File: src/rtl/toggle_arb_pkg.sv
// Shared definitions for the toggle round-robin arbiter: state encoding and
// default sizing.
package toggle_arb_pkg;

  localparam int unsigned NREQ_DEF = 4;
  localparam int unsigned IDXW_DEF = 2;

  typedef enum logic [1:0] {
    IDLE    = 2'd0,
    GRANT   = 2'd1,
    RELEASE = 2'd2
  } arb_state_e;

endpackage

File: src/rtl/toggle_cell.sv
// One-bit toggle counter with synchronous clear (priority) and enable.
module toggle_cell (
  input  logic clk1,
  input  logic clear_i,
  input  logic en_i,
  output logic count_o
);

  logic count_q;

  always_ff @(posedge clk1) begin
    if (clear_i) begin
      count_q <= 1'b0;
    end else if (en_i) begin
      count_q <= ~count_q;
    end
  end

  assign count_o = count_q;

endmodule

File: src/rtl/toggle_rr_arbiter.sv
// Round-robin arbiter granting a shared toggle resource for two cycles per
// grant; a grantee dropping its request ends the grant early with an abort.
module toggle_rr_arbiter
  import toggle_arb_pkg::*;
#(
  parameter int unsigned NREQ = NREQ_DEF,
  parameter int unsigned IDXW = IDXW_DEF
) (
  input  logic            clk1,
  input  logic            clr,
  input  logic [NREQ-1:0] req,
  output logic [NREQ-1:0] gnt,
  output logic [IDXW-1:0] owner,
  output logic            tog,
  output logic [NREQ-1:0] done,
  output logic            abort,
  output logic            busy
);

  arb_state_e      state_q, state_d;
  logic [IDXW-1:0] owner_q, owner_d;
  logic [IDXW-1:0] last_q, last_d;
  logic [NREQ-1:0] gnt_q, gnt_d;
  logic [NREQ-1:0] done_q, done_d;
  logic            abort_q, abort_d;
  logic            busy_q;

  logic [IDXW-1:0] pick_c;
  logic            found_c;
  logic            owner_req_c;
  logic            tog_c;

  // Round-robin search: first set request after last_q, wrapping.
  always_comb begin : rr_search
    int unsigned sum;
    logic [IDXW-1:0] idx;
    sum     = 0;
    idx     = '0;
    pick_c  = last_q;
    found_c = 1'b0;
    for (int unsigned i = 1; i <= NREQ; i++) begin
      sum = 32'(last_q) + i;
      if (sum >= NREQ) begin
        sum = sum - NREQ;
      end
      idx = IDXW'(sum);
      if (!found_c && req[idx]) begin
        found_c = 1'b1;
        pick_c  = idx;
      end
    end
  end

  assign owner_req_c = req[owner_q];

  always_comb begin : next_state
    state_d = state_q;
    owner_d = owner_q;
    last_d  = last_q;
    done_d  = '0;
    abort_d = 1'b0;
    unique case (state_q)
      IDLE: begin
        if (found_c) begin
          state_d = GRANT;
          owner_d = pick_c;
        end
      end
      GRANT: begin
        // A dropped request wins over normal completion on the last cycle.
        if (!owner_req_c) begin
          state_d = RELEASE;
          abort_d = 1'b1;
          last_d  = owner_q;
        end else if (tog_c) begin
          state_d = RELEASE;
          done_d  = NREQ'(1) << owner_q;
          last_d  = owner_q;
        end
      end
      RELEASE: state_d = IDLE;
      default: state_d = IDLE;
    endcase
    gnt_d = (state_d == GRANT) ? (NREQ'(1) << owner_d) : '0;
  end

  always_ff @(posedge clk1) begin
    if (clr) begin
      state_q <= IDLE;
      owner_q <= '0;
      last_q  <= IDXW'(NREQ - 1);
      gnt_q   <= '0;
      done_q  <= '0;
      abort_q <= 1'b0;
      busy_q  <= 1'b0;
    end else begin
      state_q <= state_d;
      owner_q <= owner_d;
      last_q  <= last_d;
      gnt_q   <= gnt_d;
      done_q  <= done_d;
      abort_q <= abort_d;
      busy_q  <= (state_d != IDLE);
    end
  end

  // Cleared against the next state so tog is 0 on GRANT entry and in RELEASE.
  toggle_cell u_toggle (
    .clk1    (clk1),
    .clear_i (clr | (state_d != GRANT)),
    .en_i    (state_q == GRANT),
    .count_o (tog_c)
  );

  assign gnt   = gnt_q;
  assign owner = owner_q;
  assign tog   = tog_c;
  assign done  = done_q;
  assign abort = abort_q;
  assign busy  = busy_q;

endmodule

File: config.mk
export PLATFORM = sky130hd
export DESIGN_NAME = toggle_rr_arbiter
export DESIGN_NICKNAME = d
export VERILOG_FILES = /design/src/rtl/toggle_arb_pkg.sv /design/src/rtl/toggle_cell.sv /design/src/rtl/toggle_rr_arbiter.sv
export SDC_FILE = /design/constraint.sdc
export NUM_CORES = 1
export LEC_CHECK = 0
export CAP_MARGIN = 10
export CORE_MARGIN = 2
export CORE_UTILIZATION = 45
export DETAILED_ROUTE_END_ITERATION = 8
export GPL_ROUTABILITY_DRIVEN = 0
export HOLD_SLACK_MARGIN = 0.02
export PLACE_DENSITY_LB_ADDON = 0.25
export SETUP_SLACK_MARGIN = 0.4
export SYNTH_ARGS = -nofsm -noshare
export SYNTH_HDL_FRONTEND = slang
export SYNTH_HIERARCHICAL = 1
export SYNTH_SLANG_ARGS = --single-unit
File: constraint.sdc
create_clock -name clk1 -period 4 [get_ports clk1]
set_input_delay 0.4 -clock clk1 [delete_from_list [all_inputs] [get_ports clk1]]
set_output_delay 0.4 -clock clk1 [all_outputs]
set_load 0.1 [all_outputs]
* Word level (Yosys, flattened, before mapping) *
Cells that the tools add are included.

word-level totals
  flip-flop bits (word level) = 17
  bits in latches = 0
  RAM bits = 0
  memory bits (read-only) = 0
  bits of input ports = 6
  output and inout bits = 13
  word-level logic and storage cells = 79
  memories kept = 0

operators by class
  $add $sub $neg = 8
  multipliers = 0
  divide/modulo/power cells = 0
  order comparisons = 9
  eq/ne operators = 4
  shift operators = 2
  muxes and demuxes = 31
  bitwise operators = 5
  reductions and logical operators = 12

operator list
  operator               count
  $mux W2                15
  $lt A2 B3 Y1 const B   5
  $bmux W1 S2            5
  $mux W1                10
  $ge A3 B3 Y1 const B   3
  $shl A1 B2 Y4 const A  2
  $sub A2 B1 Y2 const B  4
  $add A2 B2 Y3 const B  2
  $add A2 B3 Y4 const B  1
  $eq A2 B1 Y1 const B   2
  $ge A4 B3 Y1 const B   1
  $ne A2 B1 Y1 const B   2
  $not A1 Y1             4
  $pmux W2 S2            1
  $reduce_or A2 Y1       2
  $reduce_or A4 Y1       1
  $add A2 B1 Y3 const B  1
  $logic_and A1 B1 Y1    3
  $logic_not A1 Y1       3
  $logic_not A2 Y1       1
  $reduce_and A2 Y1      1
  $reduce_bool A2 Y1     1
  $or A1 B1 Y1           1

* Logic depth before layout (Yosys ltp) *
  word-level depth = 20
  mapped depth = 5

* By module *
Netlist, hierarchy kept.

by module, submodules not included
  module             times used  cells an instance  area each (µm²)  sequential area each (µm²)
  toggle_rr_arbiter  1           72                 703.2            320.3
  toggle_cell        1           3                  32.5             20.0

* Worst setup path after synthesis *
No wires, ideal clock.

  path kind = register to register
  from = register owner_q[0], in the netlist owner[0]
  to = register last_q[0]
  library setup time = 0.120 ns
  data arrival time = 2.132 ns
  data required time = 3.880 ns
  path slack = 1.748 ns
  cell stages (with the launch flop) = 6
  period minus slack after synthesis = 2.252 ns
  path through = dfxtp_1 buf_6 mux2_4 a221oi_2 nor2b_1 a211o_1

between the ends
  cells in the longest elaborated chain, start to end = 4

ends and longest elaborated chain
  what                                RTL line                 RTL
  start, declared                     toggle_rr_arbiter.sv:21  logic [IDXW-1:0] owner_q, owner_d;
  start signal, assigned              toggle_rr_arbiter.sv:98  owner_q <= owner_d;
  $bmux W1 S2                         toggle_rr_arbiter.sv:54  assign owner_req_c = req[owner_q];
  $mux W1 (not written as such)       toggle_rr_arbiter.sv:54
  $ne A2 B1 Y1 (no source line)       -
  $reduce_and A2 Y1 (no source line)  -
  end signal, assigned                toggle_rr_arbiter.sv:91  last_q <= IDXW'(NREQ - 1);
  end signal, assigned                toggle_rr_arbiter.sv:99  last_q <= last_d;
  end, declared                       toggle_rr_arbiter.sv:22  logic [IDXW-1:0] last_q, last_d;

Several ways; a longest one is shown, not always the timed one. The select of a mux whose other input is x is not followed.
A chain may end at the register's enable or synchronous reset.

* Worst setup path in the final report *
  from = register owner_q[0], in the netlist owner[0]
  to = output port owner[0]

RTL lines
  what           RTL line                 RTL
  end, declared  toggle_rr_arbiter.sv:13  output logic [IDXW-1:0] owner,

No word-level cell between the ends.

==> metrics.txt <==
Worst slew margin between 30% and 40%; critical path cell sequence clkdlybuf4s50_1; CTS tree built; post-synth top area share 46.26%; RSZ-0062 raised after global routing no; # hold bufs at CTS 0; Yosys warnings 6; clock latency on the worst-skew pair 0.29 ns; via count 591; Final Max Slew Viols 0; layout cells sized above 1 roughly 12%; post-layout net count 102; slew of the pin with the lowest slew margin just under 1 ns; kind of critical path register to output port; Fin Clk Skew 0.001363 ns; clk buf depth 2; Pre-antenna DRT Iters 4; Die Ht 44.44 um; port buffer count 18; PnR worst setup slack 1.557 ns; Crit. End Element output port; Crit path buffers/inverters 1; Final setup viols 0; Yosys top cell by area dfxtp_1; crit share post-route 61.07%; first-pass GRT wire length 2.421 mm; synthesized cell area roughly 740 um^2; Syn Inst Count 75; syn nets 81; post-cts gate resize count 0; Die X 44.44 um; Inserted Diodes 0; drt total wl ~1.4 mm; dpl cell area 919.6 um^2; flops & latches, synth 17; Worst Path Required ~3.6 ns; DRC errors left 0; clk root buf clkbuf_4; worst hold path type register to register; Power per Cell Area 599.6 mW/mm^2; Final HPWL DP 1.085 mm; number of global-route vias before repair 511; Tmin final around 2.4 ns; Inserted Clock Buffers 3; I/O pin count 19; Core Rows 14; WP data arrival 2.04 ns; Vias/cell 5.324; post-place setup slack 1.861 ns; Core Area 0.001524 mm^2; initial core utilization between 40% and 50%; antenna violations before repair 0; clk slew on worst S/H paths ~0.10 ns; Crit-path slowest cell clkdlybuf4s50_1; crit-path max FO 9; Fmax 0.4094 GHz; GRT overflow 0; outcome finished clean; max incr delay on CP about 1.2 ns; LEAKAGE roughly 0.00037 uW; Synth cell types 31; H-tree Lvls 1; Area Growth Syn to Fin 28.74%; Synth area leaders dfxtp_1 46%, nor2_1 4.6%, nand2b_1 4.3%; setup total negative slack 0 ns; Routed Antenna Nets 0; die area 0.001974 mm^2; Hold WS approximately 0.57 ns; Synth Area per Inst 9.809 um^2; initial DRC count 8; Worst Setup Start Kind register; Worst VDD drop about 0.34 mV; CP top delay family buffers and inverters; postcts setup bufs 0; final hold vios 0; sequential element share of the synthesized area a little under half; per-cell routed wire length 12.67 um; clock sink total 17; total track usage 17.32%; most frequent cells in the layout 18 x clkdlybuf4s50_1, 17 x dfxtp_1, 9 x nor2_1; pin count of the biggest net entering global routing 11; most common cell after layout, fill and taps aside clkdlybuf4s50_1; Final Cell Area 947.2 um^2; MaxCap Viol Count 0
## where the power goes
| part | leakage, uW | switching, uW | internal (uW) |
|---|---|---|---|
| Sequential | 0.000139 | 27.7 | 193 |
| Combinational | 0.000216 | 176 | 79.3 |
| Clock | 0.0000177 | 54.1 | 37.2 |
## cells in the mapped netlist, drive strengths merged
| library cell | instances |
|---|---|
| dfxtp | 17 |
| nor2 | 9 |
| nand2 | 5 |
| nand2b | 5 |
| nor3b | 4 |
| inv | 3 |
| nor2b | 3 |
| nor3 | 3 |
| a211o | 2 |
| a21o | 2 |
| and2 | 2 |
| buf | 2 |
| mux2 | 2 |
| o21ai | 2 |
| a211oi | 1 |
| a21boi | 1 |
| a21oi | 1 |
| a221oi | 1 |
| a22oi | 1 |
| and3b | 1 |
| and4bb | 1 |
| mux2i | 1 |
| nand3 | 1 |
| nor4b | 1 |
| o22ai | 1 |
| o41ai | 1 |
| or4 | 1 |
| xnor2 | 1 |
## state kept, by name, indices dropped and copies added, names as in the netlist
register          flops
abort                 1
gnt                   4
busy                  1
state_q               2
done                  4
u_toggle/count_o      1
owner                 2
last_q                2
## worst min-delay path, delay by kind of cell (launching register included)
kind | cells | cell delay (ns)
flip-flops | 1 | 0.38
AND/OR/NAND/NOR | 2 | 0.15
## cell type report
type	instances	area [um^2]
clock inverter	1	5.005
tap	16	20.02
timing repair buffer	18	180.2
clock buffer	3	22.52
multi-input combinational	53	367.9
sequential	17	340.3
fill	141	576.8
inverter	3	11.26
## kinds of logic (layout without fill, tap and decap cells)
kind of cell	count (synthesis)	after routing	synth area share, %
and+or+nand+nor	36	36	28.06
AOI/OAI and AO/OA	13	13	15.31
DFF	17	17	46.26
buffers and inverters	5	25	3.741
xor gates and xnor gates	1	1	1.191
muxes	3	3	5.442
## per-layer routing
metal	share of wire (%)	wire length [um]	GRT usage, %
met1	48	678	24.17
met2	46	647	24.12
met3	4.8	67	4.898
met4	0.92	13	9.091
met5	0	0	0
## through the flow
stage          total power (uW)  utilization, %  std cells
2_1_floorplan             427.3               -         75
3_3_place_gp              478.3           60.34        107
3_5_place_dp              481.1           60.34        107
4_1_cts                   572.2           62.15        111
5_1_grt                   597.6           62.15        111
6_report                  567.9           62.15        111
## worst paths after layout
check,slack (ns),end,cells past startpoint,from
setup / recovery,1.56,owner[0],1,owner[0]$_SDFF_PP0_
hold / removal,0.57,done[1]$_SDFF_PP0_,2,u_toggle/count_o$_SDFFE_PP0P_
setup reg to reg,2.24,last_q[1]$_SDFFE_PP1P_,4,owner[0]$_SDFF_PP0_
hold reg to reg,0.57,done[1]$_SDFF_PP0_,2,u_toggle/count_o$_SDFFE_PP0P_
Note: power is estimated with default switching activity, not from simulation.
